### src/rtl/if_fetch_if.sv
`default_nettype none
// ============================================================================
// Module   : if_fetch_if
// Brief    : Fetch-stage bundle: execute handshake, index registers, memory
//            read bus and the resolved-instruction result fields.
// Revision : 1.0 - initial release
// ============================================================================
interface if_fetch_if;
    logic        if_start;
    logic [15:0] pc_in;
    logic [7:0]  x;
    logic [7:0]  y;
    logic [15:0] mem_addr;
    logic        mem_req;
    logic [7:0]  mem_data_in;
    logic        if_ready;
    logic [7:0]  opcode;
    logic [15:0] if_addr_in;
    logic [15:0] if_pc_next;
    logic        immediate_flag;
    logic [3:0]  addr_mode;

    // Execute stage plus memory model side
    modport master (
        output if_start, pc_in, x, y, mem_data_in,
        input  mem_addr, mem_req, if_ready, opcode, if_addr_in,
               if_pc_next, immediate_flag, addr_mode
    );

    // Fetch stage side
    modport slave (
        input  if_start, pc_in, x, y, mem_data_in,
        output mem_addr, mem_req, if_ready, opcode, if_addr_in,
               if_pc_next, immediate_flag, addr_mode
    );
endinterface
`default_nettype wire

### src/rtl/if_fetch.sv
`default_nettype none
// ============================================================================
// Module   : if_fetch
// Brief    : 6502 instruction fetch and effective-address resolution stage.
// Revision : 1.0 - initial release
// ============================================================================
module if_fetch #(
    parameter logic [15:0] RESET_PC   = 16'hFFFC,
    parameter logic [7:0]  NOP_OPCODE = 8'hEA
) (
    input  logic      clk,
    input  logic      rst,
    if_fetch_if.slave bus
);

    localparam logic [2:0] S_IDLE   = 3'd0;
    localparam logic [2:0] S_OP     = 3'd1;
    localparam logic [2:0] S_OPR_LO = 3'd2;
    localparam logic [2:0] S_OPR_HI = 3'd3;
    localparam logic [2:0] S_PTR_LO = 3'd4;
    localparam logic [2:0] S_PTR_HI = 3'd5;
    localparam logic [2:0] S_CALC   = 3'd6;

    localparam logic [1:0] P_ISSUE   = 2'd0;
    localparam logic [1:0] P_WAIT    = 2'd1;
    localparam logic [1:0] P_CAPTURE = 2'd2;

    localparam logic [3:0] M_IMPL = 4'd0;
    localparam logic [3:0] M_IMM  = 4'd1;
    localparam logic [3:0] M_ZP   = 4'd2;
    localparam logic [3:0] M_ZPX  = 4'd3;
    localparam logic [3:0] M_ZPY  = 4'd4;
    localparam logic [3:0] M_ABS  = 4'd5;
    localparam logic [3:0] M_ABSX = 4'd6;
    localparam logic [3:0] M_ABSY = 4'd7;
    localparam logic [3:0] M_INDX = 4'd8;
    localparam logic [3:0] M_INDY = 4'd9;
    localparam logic [3:0] M_IND  = 4'd10;
    localparam logic [3:0] M_REL  = 4'd11;

    logic [2:0]  r_state;
    logic [1:0]  r_phase;
    logic [15:0] r_pc;
    logic [7:0]  r_x;
    logic [7:0]  r_y;
    logic [7:0]  r_op;
    logic [3:0]  r_mode;
    logic [7:0]  r_lo;
    logic [7:0]  r_hi;
    logic [7:0]  r_plo;
    logic [7:0]  r_phi;

    logic [15:0] r_mem_addr;
    logic        r_mem_req;
    logic        r_ready;
    logic [7:0]  r_opcode;
    logic [15:0] r_addr_in;
    logic [15:0] r_pc_next;
    logic        r_imm;
    logic [3:0]  r_addr_mode;

    logic [3:0]  w_dec_mode;
    logic [2:0]  w_next_state;
    logic [15:0] w_rd_addr;
    logic [7:0]  w_zpx_ptr;
    logic [15:0] w_pc_next;
    logic [15:0] w_ea;

    // Opcode groups follow the 6502 aaa_bbb_cc layout; cc=11 has no legal opcodes.
    function automatic logic [3:0] decode_mode(input logic [7:0] op);
        logic [2:0] bbb;
        logic [3:0] m;
        bbb = op[4:2];
        m   = M_IMPL;
        case (op[1:0])
            2'b01: begin
                case (bbb)
                    3'd0: m = M_INDX;
                    3'd1: m = M_ZP;
                    3'd2: m = M_IMM;
                    3'd3: m = M_ABS;
                    3'd4: m = M_INDY;
                    3'd5: m = M_ZPX;
                    3'd6: m = M_ABSY;
                    3'd7: m = M_ABSX;
                endcase
            end
            2'b10: begin
                case (bbb)
                    3'd0: m = (op == 8'hA2) ? M_IMM : M_IMPL;
                    3'd1: m = M_ZP;
                    3'd2: m = M_IMPL;
                    3'd3: m = M_ABS;
                    3'd4: m = M_IMPL;
                    3'd5: m = ((op == 8'h96) || (op == 8'hB6)) ? M_ZPY : M_ZPX;
                    3'd6: m = M_IMPL;
                    3'd7: m = (op == 8'hBE) ? M_ABSY : M_ABSX;
                endcase
            end
            2'b00: begin
                case (bbb)
                    3'd0: begin
                        if ((op == 8'h00) || (op == 8'h40) || (op == 8'h60))
                            m = M_IMPL;
                        else if (op == 8'h20)
                            m = M_ABS;
                        else
                            m = M_IMM;
                    end
                    3'd1: m = M_ZP;
                    3'd2: m = M_IMPL;
                    3'd3: m = (op == 8'h6C) ? M_IND : M_ABS;
                    3'd4: m = M_REL;
                    3'd5: m = M_ZPX;
                    3'd6: m = M_IMPL;
                    3'd7: m = M_ABSX;
                endcase
            end
            default: m = M_IMPL;
        endcase
        return m;
    endfunction

    function automatic logic [1:0] operand_count(input logic [3:0] mode);
        logic [1:0] n;
        case (mode)
            M_IMPL:                        n = 2'd0;
            M_ABS, M_ABSX, M_ABSY, M_IND:  n = 2'd2;
            default:                       n = 2'd1;
        endcase
        return n;
    endfunction

    assign w_dec_mode = decode_mode(bus.mem_data_in);
    assign w_zpx_ptr  = r_lo + r_x;

    always_comb begin
        w_next_state = S_CALC;
        case (r_state)
            S_OP:     w_next_state = (operand_count(w_dec_mode) == 2'd0) ? S_CALC : S_OPR_LO;
            S_OPR_LO: begin
                if (operand_count(r_mode) == 2'd2)
                    w_next_state = S_OPR_HI;
                else if ((r_mode == M_INDX) || (r_mode == M_INDY))
                    w_next_state = S_PTR_LO;
                else
                    w_next_state = S_CALC;
            end
            S_OPR_HI: w_next_state = (r_mode == M_IND) ? S_PTR_LO : S_CALC;
            S_PTR_LO: w_next_state = S_PTR_HI;
            default:  w_next_state = S_CALC;
        endcase
    end

    // Pointer high-byte reads stay inside the pointer's page (zero page or JMP ind quirk).
    always_comb begin
        w_rd_addr = r_pc;
        case (r_state)
            S_OPR_LO: w_rd_addr = r_pc + 16'd1;
            S_OPR_HI: w_rd_addr = r_pc + 16'd2;
            S_PTR_LO: begin
                case (r_mode)
                    M_INDX:  w_rd_addr = {8'h00, w_zpx_ptr};
                    M_INDY:  w_rd_addr = {8'h00, r_lo};
                    default: w_rd_addr = {r_hi, r_lo};
                endcase
            end
            S_PTR_HI: begin
                case (r_mode)
                    M_INDX:  w_rd_addr = {8'h00, w_zpx_ptr + 8'd1};
                    M_INDY:  w_rd_addr = {8'h00, r_lo + 8'd1};
                    default: w_rd_addr = {r_hi, r_lo + 8'd1};
                endcase
            end
            default: w_rd_addr = r_pc;
        endcase
    end

    assign w_pc_next = r_pc + 16'd1 + {14'd0, operand_count(r_mode)};

    always_comb begin
        w_ea = 16'h0000;
        case (r_mode)
            M_IMM, M_ZP: w_ea = {8'h00, r_lo};
            M_ZPX:       w_ea = {8'h00, w_zpx_ptr};
            M_ZPY:       w_ea = {8'h00, r_lo + r_y};
            M_ABS:       w_ea = {r_hi, r_lo};
            M_ABSX:      w_ea = {r_hi, r_lo} + {8'h00, r_x};
            M_ABSY:      w_ea = {r_hi, r_lo} + {8'h00, r_y};
            M_INDX:      w_ea = {r_phi, r_plo};
            M_INDY:      w_ea = {r_phi, r_plo} + {8'h00, r_y};
            M_IND:       w_ea = {r_phi, r_plo};
            M_REL:       w_ea = w_pc_next + {{8{r_lo[7]}}, r_lo};
            default:     w_ea = 16'h0000;
        endcase
    end

    always_ff @(posedge clk or negedge rst) begin
        if (!rst) begin
            r_state     <= S_IDLE;
            r_phase     <= P_ISSUE;
            r_pc        <= 16'h0000;
            r_x         <= 8'h00;
            r_y         <= 8'h00;
            r_op        <= 8'h00;
            r_mode      <= M_IMPL;
            r_lo        <= 8'h00;
            r_hi        <= 8'h00;
            r_plo       <= 8'h00;
            r_phi       <= 8'h00;
            r_mem_addr  <= 16'h0000;
            r_mem_req   <= 1'b0;
            r_ready     <= 1'b1;
            r_opcode    <= NOP_OPCODE;
            r_addr_in   <= 16'h0000;
            r_pc_next   <= RESET_PC;
            r_imm       <= 1'b0;
            r_addr_mode <= M_IMPL;
        end else begin
            case (r_state)
                S_IDLE: begin
                    if (bus.if_start) begin
                        r_pc      <= bus.pc_in;
                        r_x       <= bus.x;
                        r_y       <= bus.y;
                        r_ready   <= 1'b0;
                        r_mem_req <= 1'b1;
                        r_phase   <= P_ISSUE;
                        r_state   <= S_OP;
                    end
                end
                S_CALC: begin
                    r_opcode    <= r_op;
                    r_addr_mode <= r_mode;
                    r_addr_in   <= w_ea;
                    r_pc_next   <= w_pc_next;
                    r_imm       <= (r_mode == M_IMM);
                    r_ready     <= 1'b1;
                    r_mem_req   <= 1'b0;
                    r_state     <= S_IDLE;
                end
                default: begin
                    case (r_phase)
                        P_ISSUE: begin
                            r_mem_addr <= w_rd_addr;
                            r_phase    <= P_WAIT;
                        end
                        P_WAIT: r_phase <= P_CAPTURE;
                        default: begin
                            case (r_state)
                                S_OP: begin
                                    r_op   <= bus.mem_data_in;
                                    r_mode <= w_dec_mode;
                                end
                                S_OPR_LO: r_lo  <= bus.mem_data_in;
                                S_OPR_HI: r_hi  <= bus.mem_data_in;
                                S_PTR_LO: r_plo <= bus.mem_data_in;
                                default:  r_phi <= bus.mem_data_in;
                            endcase
                            r_phase <= P_ISSUE;
                            r_state <= w_next_state;
                        end
                    endcase
                end
            endcase
        end
    end

    assign bus.mem_addr       = r_mem_addr;
    assign bus.mem_req        = r_mem_req;
    assign bus.if_ready       = r_ready;
    assign bus.opcode         = r_opcode;
    assign bus.if_addr_in     = r_addr_in;
    assign bus.if_pc_next     = r_pc_next;
    assign bus.immediate_flag = r_imm;
    assign bus.addr_mode      = r_addr_mode;

endmodule
`default_nettype wire

### src/flat_wrapper.sv
// flat-port wrapper written by rule: the top's interface ports become plain ports
module if_fetch_flat 
#(
    parameter logic [15:0] RESET_PC   = 16'hFFFC,
    parameter logic [7:0]  NOP_OPCODE = 8'hEA
)
  (clk, rst, bus_if_start, bus_pc_in, bus_x, bus_y, bus_mem_data_in, bus_mem_addr, bus_mem_req, bus_if_ready, bus_opcode, bus_if_addr_in, bus_if_pc_next, bus_immediate_flag, bus_addr_mode);
  if_fetch_if bus_i ();
  input  logic clk;
  input  logic rst;
  input wire logic [$bits(bus_i.if_start)-1:0] bus_if_start;
  input wire logic [$bits(bus_i.pc_in)-1:0] bus_pc_in;
  input wire logic [$bits(bus_i.x)-1:0] bus_x;
  input wire logic [$bits(bus_i.y)-1:0] bus_y;
  input wire logic [$bits(bus_i.mem_data_in)-1:0] bus_mem_data_in;
  output wire logic [$bits(bus_i.mem_addr)-1:0] bus_mem_addr;
  output wire logic [$bits(bus_i.mem_req)-1:0] bus_mem_req;
  output wire logic [$bits(bus_i.if_ready)-1:0] bus_if_ready;
  output wire logic [$bits(bus_i.opcode)-1:0] bus_opcode;
  output wire logic [$bits(bus_i.if_addr_in)-1:0] bus_if_addr_in;
  output wire logic [$bits(bus_i.if_pc_next)-1:0] bus_if_pc_next;
  output wire logic [$bits(bus_i.immediate_flag)-1:0] bus_immediate_flag;
  output wire logic [$bits(bus_i.addr_mode)-1:0] bus_addr_mode;
  assign bus_i.if_start = bus_if_start;
  assign bus_i.pc_in = bus_pc_in;
  assign bus_i.x = bus_x;
  assign bus_i.y = bus_y;
  assign bus_i.mem_data_in = bus_mem_data_in;
  assign bus_mem_addr = bus_i.mem_addr;
  assign bus_mem_req = bus_i.mem_req;
  assign bus_if_ready = bus_i.if_ready;
  assign bus_opcode = bus_i.opcode;
  assign bus_if_addr_in = bus_i.if_addr_in;
  assign bus_if_pc_next = bus_i.if_pc_next;
  assign bus_immediate_flag = bus_i.immediate_flag;
  assign bus_addr_mode = bus_i.addr_mode;
  if_fetch #(.RESET_PC(RESET_PC), .NOP_OPCODE(NOP_OPCODE)) u_core (.clk(clk), .rst(rst), .bus(bus_i));
endmodule
### config.mk
export PLATFORM = sky130hd
export DESIGN_NAME = if_fetch_flat
export DESIGN_NICKNAME = d
export VERILOG_FILES = /design/src/rtl/if_fetch_if.sv /design/src/rtl/if_fetch.sv /design/src/flat_wrapper.sv
export SDC_FILE = /design/constraint.sdc
export NUM_CORES = 1
export LEC_CHECK = 0
export CAP_MARGIN = 10
export CELL_PAD_IN_SITES_DETAIL_PLACEMENT = 1
export CELL_PAD_IN_SITES_GLOBAL_PLACEMENT = 2
export CORE_MARGIN = 2
export CORE_UTILIZATION = 41
export CTS_BUF_LIST = sky130_fd_sc_hd__clkbuf_2 sky130_fd_sc_hd__clkbuf_4 sky130_fd_sc_hd__clkbuf_8
export CTS_CLUSTER_DIAMETER = 120
export DETAILED_ROUTE_END_ITERATION = 16
export PLACE_DENSITY = 0.95
export RECOVER_POWER = 25
export SYNTH_ARGS = -nofsm -noshare
export SYNTH_HDL_FRONTEND = slang
export SYNTH_SLANG_ARGS = --single-unit
export TNS_END_PERCENT = 10
### constraint.sdc
create_clock -name clk -period 9.65 [get_ports clk]
set_clock_uncertainty 0.15 [all_clocks]
set_input_delay 0.965 -clock clk [delete_from_list [all_inputs] [get_ports clk]]
set_output_delay 0.965 -clock clk [all_outputs]
set_load 0.02 [all_outputs]
Word level (Yosys, flattened, before mapping)
Memory sizes are Yosys's and may differ from the RTL's.
Index checks and enable logic that the tools add are counted.
- $add $sub $neg: 11
- eq/ne operators: 42
- multiplexer cells: 32
- bitwise gates (word level): 4
- reductions and logical operators: 32
- operators by type and width (cell ; count):
    one-hot mux 16 bit (9 select lines) ; 1
    one-hot mux 16 bit (2 select lines) ; 2
    one-hot mux 16 bit (4 select lines) ; 1
    adder 16 x 8 -> 16 bit ; 3
    equality test 8 bit (second input constant) ; 4
    equality test 4 x 3 -> 1 bit (second input constant) ; 7
    one-hot mux 4 bit (7 select lines) ; 1
    equality test 8 x 7 -> 1 bit (second input constant) ; 3
    one-hot mux 4 bit (6 select lines) ; 1
    equality test 3 bit (second input constant) ; 7
    equality test 4 bit (second input constant) ; 5
    2-to-1 mux 3 bit ; 6
    adder 16 x 1 -> 16 bit (second input constant) ; 1
    adder 16 bit ; 1
    adder 16 x 2 -> 16 bit ; 1
    adder 16 x 2 -> 16 bit (second input constant) ; 1
    adder 8 x 1 -> 8 bit (second input constant) ; 2
    adder 8 bit ; 2
    one-hot mux 2 bit (2 select lines) ; 4
    AND reduction 3 bit ; 5
    equality test 3 x 2 -> 1 bit (second input constant) ; 4
    one-hot mux 3 bit (4 select lines) ; 1
    one-hot mux 4 bit (3 select lines) ; 1
    OR reduction 4 bit ; 3
    23 further kinds ; 54
- register bits after elaboration: 144
- memory bits (read-only): 32
- input port bits: 43
- word-level logic and storage cells: 141
- memories: 1
- memories (name ; words ; bits a word ; read ports ; clocked after memory_dff ; wr ports ; RTL line ; source):
    (name not given) ; 8 ; 4 ; 1 ; 0 ; 0 ; if_fetch.sv:77 ; case (bbb)

Logic depth before layout (Yosys ltp)
- word-level depth: 15
- mapped depth: 20
- mapped depth without buffers: 19

Least setup slack after synthesis
No wires, ideal clock.
- path kind: register -> register
- start point: reg u_core.r_mode[0]
- end point: reg u_core.r_addr_in[15], in the netlist u_core.bus.if_addr_in[15]
- arrival time: 3.852 ns
- required time: 9.370 ns
- path slack: 5.518 ns
- stages on the path, launching flop included: 20
- path buffers: 2
- period minus slack after synthesis: 4.132 ns
- cells stage by stage: dfrtp_1 buf_2 buf_1 nor2_1 nor2_1 nor2_1 ha_1 a21oi_1 nor2_1 maj3_1 nand2_1 xnor2_1 ha_1 or4_1 o2111ai_1 o211ai_1 a41oi_1 o21ai_0 nand3_1 o221ai_2
- longest elaborated chain between the ends: 6
- elaborated cells on any way between the ends: 19
- ends and longest elaborated chain (item ; RTL line ; source):
    start: declaration ; if_fetch.sv:47 ; logic [3:0] r_mode;
    start signal: assignment ; if_fetch.sv:253 ; r_mode <= w_dec_mode;
    equality test 4 x 3 -> 1 bit or equality test 4 bit (tied branches) ; if_fetch.sv:126 ; case (mode)
    OR reduction 4 bit ; if_fetch.sv:126 ;
    one-hot mux 2 bit (2 select lines) * ; if_fetch.sv:126 ;
    adder 16 x 2 -> 16 bit * ; if_fetch.sv:179 ; assign w_pc_next = r_pc + 16'd1 + {14'd0, operand_count(r_mode)};
    net u_core.w_pc_next[5] ; if_fetch.sv:66 ; logic [15:0] w_pc_next;
    adder 16 bit * ; if_fetch.sv:193 ; M_REL: w_ea = w_pc_next + {{8{r_lo[7]}}, r_lo};
    one-hot mux 16 bit (9 select lines) * ; if_fetch.sv:183 ; case (r_mode)
    end signal: assignment ; if_fetch.sv:235 ; r_addr_in <= w_ea;
    end: declaration ; if_fetch.sv:57 ; logic [15:0] r_addr_in;
Mark *: on every way through the listed nets, which the timed path passes. The rest lies on a longest branch.
A chain may end at the register's enable or synchronous reset.

==> reports/results.tsv <==
stage	metric	value	unit
placement	Inst Count DP	1451	
timing	setup TNS	0	ps
route	DRC violations left	0	
clock_tree	number of setup buffers added after CTS	0	
worst_setup_path	Crit Path Class	primary input to async pin	
clock_tree	Clock Path Buffers	2	
worst_setup_path	Required @ worst endpoint	9970	ps
timing	fin crit share	48.3	%
worst_setup_path	CP delay by family, top	buffers and inverters	
synth	Yosys cell types	85	
route	via count	8991	
synth	Syn Area/Cell	9.48	um^2
worst_setup_path	CP Cell Sequence	clkbuf_1, buf_4	
synth	Synth Cell Area	10300	um^2
timing	worst rel slew slack	-169	%
route	M1 WL	15.3	mm
synth	Syn Inst Count	1086	
placement	Final Wtd Congestion	0.886	
clock_tree	H-tree Lvls	4	
global_route	vias in the first global route	9209	
layout	Storage cell area	3630	um^2
global_route	largest net degree at the start of global routing	76	
timing	Final Hold Violating Endpoints	0	
floorplan	Die X	162	um
route	top layer in use	met4	
synth	ys async rst share	100	%
floorplan	# rows	57	
worst_setup_path	Worst Path Buf+Inv	2	
clock_tree	cts hold-fix bufs	0	
synth	sequential cell area fraction in the yosys report	35.3	%
floorplan	Die ar.	26400	um^2
worst_setup_path	CP max stage cell	clkbuf_1	
worst_setup_path	CP Launch Type	primary input	
clock_tree	cts repair resizes	0	
placement	HPWL Detailed	25.4	mm
layout	Finished Layout Cells	1483	
global_route	GRT overflow	0	
run_status	status	complete, but fails checks	
route	DRT Pass-1 Iters	7	
clock_tree	worst skew pair latency	480	ps
worst_setup_path	Critical path origin	rst	
clock_tree	TritonCTS Buffers	17	
timing	Final Max Tran Viols	163	
layout	Multi-input gate area	6290	um^2
global_route	first-pass GRT wire length	53.8	mm
route	initial DRC count	796	
timing	f_max	215	MHz
route	remaining antenna violation count	0	
floorplan	IO Count	106	
route	vias per cell	6.06	
worst_setup_path	worst-path maximum fanout	75	
placement	port bufs	105	
run	Max-Cap Viols	3	
global_route	GRT Overall Usage	26.7	%
layout	Ant. Diodes	0	
clock_tree	clock sinks	144	
floorplan	Die H	162	um
route	Routed WL	34.4	mm
timing	Final Critical Period	4660	ps
worst_setup_path	Critical Path AT	4980	ps
hold_path	Hold WC Path Type	flip-flop to flip-flop	
worst_setup_path	Crit. End Element	async pin	
synth	#FFs+latches synth	144	
synth	Post-synth EDFFs	0	
route	met2 WL	16.4	mm
floorplan	effective utilization at floorplan	42.1	%
timing	Final Setup Violations	0	
layout	layout cells sized above 1	15.7	%
timing	RSZ-0062 raised after global routing	no	
layout	most frequent cells in the layout	dfrtp_1, clkdlybuf4s50_1, mux2_2	
synth	synth warn	0	
timing	Worst-Margin Slew	4040	ps
route	routed wl met3	1.92	mm
layout	area grow syn2layout	15.5	%
synth	Synthesized Nets	1180	
synth	ys flop type	dfrtp_1	
layout	number of fill cells	2786	
route	drt wl/cell	23.2	um
clock_tree	clk slew on worst S/H paths	80	ps
worst_setup_path	worst r2r src	u_core.r_mode[2]$_DFFE_PN0P_	
worst_setup_path	slowest stage delay, CP	2780	ps
clock_tree	Root Buffer	clkbuf_8	
layout	most common cell after layout, fill and taps aside	dfrtp_1	
clock_tree	CTS tree	done	
layout	nets	1240	
floorplan	core area	24500	um^2
run_status	failing checks	capacitance limit, slew limit	
hold_path	worst hold start	u_core.bus.mem_addr[12]$_DFFE_PN0P_	
global_route	initial antenna violation count	0	
-- worst reg2reg max path, cell delays in order, from the launching register on --
cell	delay, ps
dfrtp_1	560
nand2b_1	270
nor2_1	150
nor2_1	60
nor2_1	300
ha_1	200
a21oi_1	60
nor2_1	240
a21boi_1	300
nand2_1	120
a21oi_1	190
xor2_1	270
ha_1	310
a21oi_1	230
nand2_1	90
o21ai_0	250
or2b_1	260
a311o_1	340
a22o_1	190
-- cells in the mapped netlist (18+ instances only) --
library cell | count | area, um^2
mux2_2 | 101 | 1140
o21ai_0 | 71 | 355
clkbuf_1 | 42 | 158
nor3_1 | 18 | 90.1
dfstp_2 | 20 | 526
ha_1 | 46 | 576
nor2_1 | 59 | 221
dfrtp_1 | 124 | 3100
xnor2_1 | 54 | 473
nand2_1 | 99 | 372
a21oi_1 | 58 | 290
inv_1 | 21 | 78.8
xor2_1 | 32 | 280
buf_2 | 18 | 90.1
nand3_1 | 33 | 165
-- per-stage QoR --
| stage | setup slack, ps | instance area (um^2) | util [%] | hold slack (ps) |
|---|---|---|---|---|
| 3_3_place_gp | 5300 | 11500 | 47.1 | 310 |
| 3_5_place_dp | 5160 | 11500 | 47.1 | 321 |
| 6_report | 4990 | 11900 | 48.6 | 332 |
| 2_1_floorplan | 5520 | 10300 | - | 327 |
| 4_1_cts | 5070 | 11900 | 48.7 | 341 |
| 5_1_grt | 4290 | 11900 | 48.6 | 365 |
-- layout make-up --
cell class	count	share of cell area [%]
clock buffers	24	2.46
inverters	22	0.694
flip-flops and latches	144	30.5
well taps	324	3.41
repair buffers	114	9.29
multi-input cells	847	52.9
clock inverters	8	0.758
-- worst paths after layout --
kind | endpoint | slack (ps) | depth (start not counted)
setup / recovery | u_core.r_hi[3]$_DFFE_PN0P_ | 4990 | 2
hold / removal | u_core.bus.mem_addr[12]$_DFFE_PN0P_ | 330 | 2
setup reg to reg | u_core.bus.if_addr_in[10]$_DFFE_PN0P_ | 5010 | 18
hold reg to reg | u_core.bus.mem_addr[12]$_DFFE_PN0P_ | 330 | 2
max in group clk | u_core.bus.if_addr_in[10]$_DFFE_PN0P_ | 5010 | 18
min in group asynchronous | u_core.bus.if_addr_in[14]$_DFFE_PN0P_ | 1740 | 1
-- registers in the layout, summed over array words and instances (netlist names) --
register,flops
u_core.bus.if_addr_in,16
u_core.bus.if_pc_next,16
u_core.bus.mem_addr,16
u_core.r_pc,16
u_core.bus.opcode,8
u_core.r_hi,8
u_core.r_lo,8
u_core.r_op,8
u_core.r_phi,8
u_core.r_plo,8
u_core.r_x,8
u_core.r_y,8
u_core.bus.addr_mode,4
u_core.r_mode,4
u_core.r_state,3
u_core.r_phase,2
u_core.bus.if_ready,1
u_core.bus.immediate_flag,1
u_core.bus.mem_req,1
-- per-layer routing --
| layer | track usage (%) | vias up |
|---|---|---|
| li1 | - | 4123 |
| met1 | 36.0 | 4529 |
| met2 | 43.5 | 293 |
| met3 | 5.04 | 46 |
| met4 | 8.41 | 0 |
| met5 | 0 | - |
-- cells by family after synthesis --
group / after synthesis / synth area share, %
mux: 112 / 12.2
buf+inv: 95 / 3.90
flops: 144 / 35.3
simple gates: 298 / 14.3
compound gates: 297 / 20.0
fa+ha+maj: 52 / 6.66
xor+xnor: 88 / 7.70
Power is not shown: default switching activity piles up to over one toggle a cycle in this logic, so the estimate is an artifact.
==> RTL edit 1, RTL diff (config.mk and constraints unchanged) <==
Make the reset (`rst`) synchronous in one clocked block.
--- a/src/rtl/if_fetch.sv
+++ b/src/rtl/if_fetch.sv
@@ -195,7 +195,7 @@
         endcase
     end
 
-    always_ff @(posedge clk or negedge rst) begin
+    always_ff @(posedge clk) begin
         if (!rst) begin
             r_state     <= S_IDLE;
             r_phase     <= P_ISSUE;
Function: differs if rst is asserted again (counterexample within 4 cycles, from zero or initial values and one cycle with rst low); with rst held inactive, the same outputs for 4 cycles.
==> RTL edit 1 against the unedited design <==
The run still ends with capacitance limit, slew limit left; routed wire length is 0.91% higher; design area shrank 4.6%; setup slack got worse by 0.49 ns; die area shrank 5.6%; register-to-register slack worse by 0.51 ns; sequential cell count stayed put; fmax fell by 9.5%; via count up 6.7%; final cell count up 9.3%; first-iteration DRC count decreased by 6.0%; count of clock-buffer cells in the layout shrank 6; synthesized area is 5.7% lower.
Power is left out: it rests on default switching activity, and per cell area and clock period it moved more than threefold.
==> RTL edit 1: results <==
export IMPL_hold_end="u_core.bus.if_ready$_SDFFE_PN1P_"
export IMPL_status="finished, violations left"
export IMPL_clock_buffers=18
export IMPL_reg2reg_to="u_core.bus.if_addr_in[15]$_SDFFE_PN0P_"
export IMPL_grt_pass1_vias=9583
export IMPL_critPathKind="flip-flop to flip-flop"
export IMPL_yosys_top_cells_count="nand2_1, dfxtp_1, nor2_1, a21boi_0, clkbuf_1"
export IMPL_dr_first_iter_drc_count=748
export IMPL_arrival_ns=5.35
export IMPL_synth_compound_area_share_pct=26.80
export IMPL_use_met3_pct=5.475
export IMPL_multiInputGateArea_um2=6420
export IMPL_synth_mux_area_share_pct=2.320
export IMPL_grt_max_degree=104
export IMPL_violations="capacitance limit, slew limit"
export IMPL_routabilityCongestion=0.8986
export IMPL_routed_via_density=5.920
export IMPL_worstPathMaxFanout=14
export IMPL_maxSlewViolCount=40
export IMPL_met2_length_um=15870
export IMPL_cp_slowest_cell="dfxtp_1"
export IMPL_synthAdderAreaFrac_pct=6.833
export IMPL_synthFlopType="dfxtp_1"
export IMPL_layout_nonclk_buf_share_pct=9.845
export IMPL_use_met1_pct=37.37
export IMPL_met1Wirelength_um=15310
export IMPL_multi_input_cells=990
export IMPL_track_usage_pct=28.41
export IMPL_inverters=21
export IMPL_dr_pass1_iters=8
export IMPL_ys_top_cells_by_area="dfxtp_1, nand2_1, ha_1, a21boi_0, xnor2_1"
export IMPL_max_cap_violations=1
export IMPL_layout_drive_gt1_share_pct=5.376
export IMPL_r2r_cells=21
export IMPL_yosysUniqueCellTypes=75
export IMPL_use_met2_pct=45.47
[RTL edit 1: critical path, delay by kind of cell, from the launching register on]
kind / cells / cell delay [ns]
flops: 1 / 0.62
buf+inv: 1 / 0.09
fa+ha+maj: 2 / 0.64
xor+xnor: 2 / 0.37
compound gates: 11 / 2.19
simple gates: 5 / 0.97
[RTL edit 1: metrics by stage]
| stage | hold slack, ns | instances | setup slack, ns | util (%) | area (um^2) |
|---|---|---|---|---|---|
| floorplan | 0.2863 | 1238 | 5.163 | - | 9706 |
| global placement | 0.2851 | 1589 | 4.796 | 46.72 | 10900 |
| detailed placement | 0.2951 | 1589 | 4.536 | 46.72 | 10900 |
| CTS | 0.3083 | 1621 | 4.513 | 48.66 | 11350 |
| global route | 0.3383 | 1621 | 3.985 | 48.64 | 11350 |
| finish | 0.2968 | 1621 | 4.500 | 48.64 | 11350 |
==> RTL edit 2, RTL diff (config.mk and constraints unchanged) <==
Made on the original files. `RESET_PC` is set to 16'hFFFC in 2 places; all go to 16'h8000.
--- a/src/rtl/if_fetch.sv
+++ b/src/rtl/if_fetch.sv
@@ -5,7 +5,7 @@
 // Revision : 1.0 - initial release
 // ============================================================================
 module if_fetch #(
-    parameter logic [15:0] RESET_PC   = 16'hFFFC,
+    parameter logic [15:0] RESET_PC   = 16'h8000,
     parameter logic [7:0]  NOP_OPCODE = 8'hEA
 ) (
     input  logic      clk,
--- a/src/flat_wrapper.sv
+++ b/src/flat_wrapper.sv
@@ -1,7 +1,7 @@
 // flat-port wrapper written by rule: the top's interface ports become plain ports
 module if_fetch_flat 
 #(
-    parameter logic [15:0] RESET_PC   = 16'hFFFC,
+    parameter logic [15:0] RESET_PC   = 16'h8000,
     parameter logic [7:0]  NOP_OPCODE = 8'hEA
 )
   (clk, rst, bus_if_start, bus_pc_in, bus_x, bus_y, bus_mem_data_in, bus_mem_addr, bus_mem_req, bus_if_ready, bus_opcode, bus_if_addr_in, bus_if_pc_next, bus_immediate_flag, bus_addr_mode);
Formal check against the unedited RTL: not equivalent (a bounded check fails within 4 cycles, from zero or initial values and one cycle with rst low).
==> RTL edit 2 against the unedited design <==
The run still ends with capacitance limit, slew limit left; setup slack worse by 0.49 ns; sequential cell count unchanged; critical path type is now flip-flop to flip-flop; register-to-register slack worse by 0.51 ns; design area up 0.19%; synthesized cell count unchanged; synthesized area down 0.16%; final cell count unchanged; critical endpoint is now u_core.bus.if_addr_in[10]$_DFFE_PN0P_; routed wire length down 0.44%; sequential share of layout area down 0.19 points.
==> RTL edit 2: results <==
export IMPL_hpwlAfterDp_um=25100
export IMPL_status="finished, violations left"
export IMPL_arrival_ns=5.36
export IMPL_dr_first_iter_drc_count=722
export IMPL_dp_cells=1450
export IMPL_use_met1_pct=36.01
export IMPL_synthAdderAreaFrac_pct=6.672
export IMPL_endpoint="u_core.bus.if_addr_in[10]$_DFFE_PN0P_"
export IMPL_slew_headroom_pct=-199.1
export IMPL_synth_mux_area_share_pct=12.26
export IMPL_final_fill_count=2773
export IMPL_clock_buffers=19
export IMPL_violations="capacitance limit, slew limit"
export IMPL_placed_cell_area_um2=11500
export IMPL_hold_start="u_core.bus.if_pc_next[15]$_DFFE_PN1P_"
export IMPL_vias=9132
export IMPL_yosys_top_cells_count="dfrtp_1, mux2_2, nand2_1, o21ai_0, nor2_1"
export IMPL_fmax_mhz=194.2
export IMPL_track_usage_pct=26.33
export IMPL_routedWlPerCell_um=23.07
export IMPL_crit_start="u_core.r_mode[2]$_DFFE_PN0P_"
export IMPL_routed_via_density=6.158
export IMPL_ys_top_cells_by_area="dfrtp_1, mux2_2, ha_1, xnor2_1, nand2_1"
export IMPL_use_met3_pct=4.724
export IMPL_cpPeakStageDelay_ns=0.64
export IMPL_clkCellAreaFrac_pct=3.508
export IMPL_max_cap_violations=2
export IMPL_synth_xor_area_share_pct=7.707
export IMPL_wl_met3_um=2196
export IMPL_syn_area_um2=10280
export IMPL_pre_cts_ws_ns=4.306
export IMPL_r2r_slack_ns=4.50
export IMPL_diodes=0
export IMPL_r2r_cells=18
export IMPL_layout_nonclk_buf_share_pct=9.305
export IMPL_grt_max_degree=81
export IMPL_fin_hold_ws_ns=0.3375
export IMPL_dr_pass1_iters=5
export IMPL_grt_pass1_vias=9295
export IMPL_worstPathMaxFanout=14
export IMPL_layout_drive_gt1_share_pct=14.67
export IMPL_maxSlewViolCount=117
export IMPL_use_met2_pct=43.66
[RTL edit 2: cell types whose count changed after synthesis, sizes merged]
cell / before / now
dfrtp: 124 / 137
dfstp: 20 / 7
[RTL edit 2: kinds of logic after synthesis]
group           Yosys count
compound gates          297
xor+xnor                 88
fa+ha+maj                52
buf+inv                  95
flops                   144
mux                     112
simple gates            298
[RTL edit 2: worst min-delay path by stage]
stage	cells after the start	end
floorplan	1	u_core.r_op[0]$_DFFE_PN0P_
global placement	2	u_core.bus.mem_addr[1]$_DFFE_PN0P_
detailed placement	2	u_core.bus.mem_addr[14]$_DFFE_PN0P_
CTS	2	u_core.bus.if_pc_next[15]$_DFFE_PN1P_
global route	2	u_core.bus.if_pc_next[15]$_DFFE_PN1P_
finish	2	u_core.bus.if_pc_next[15]$_DFFE_PN1P_
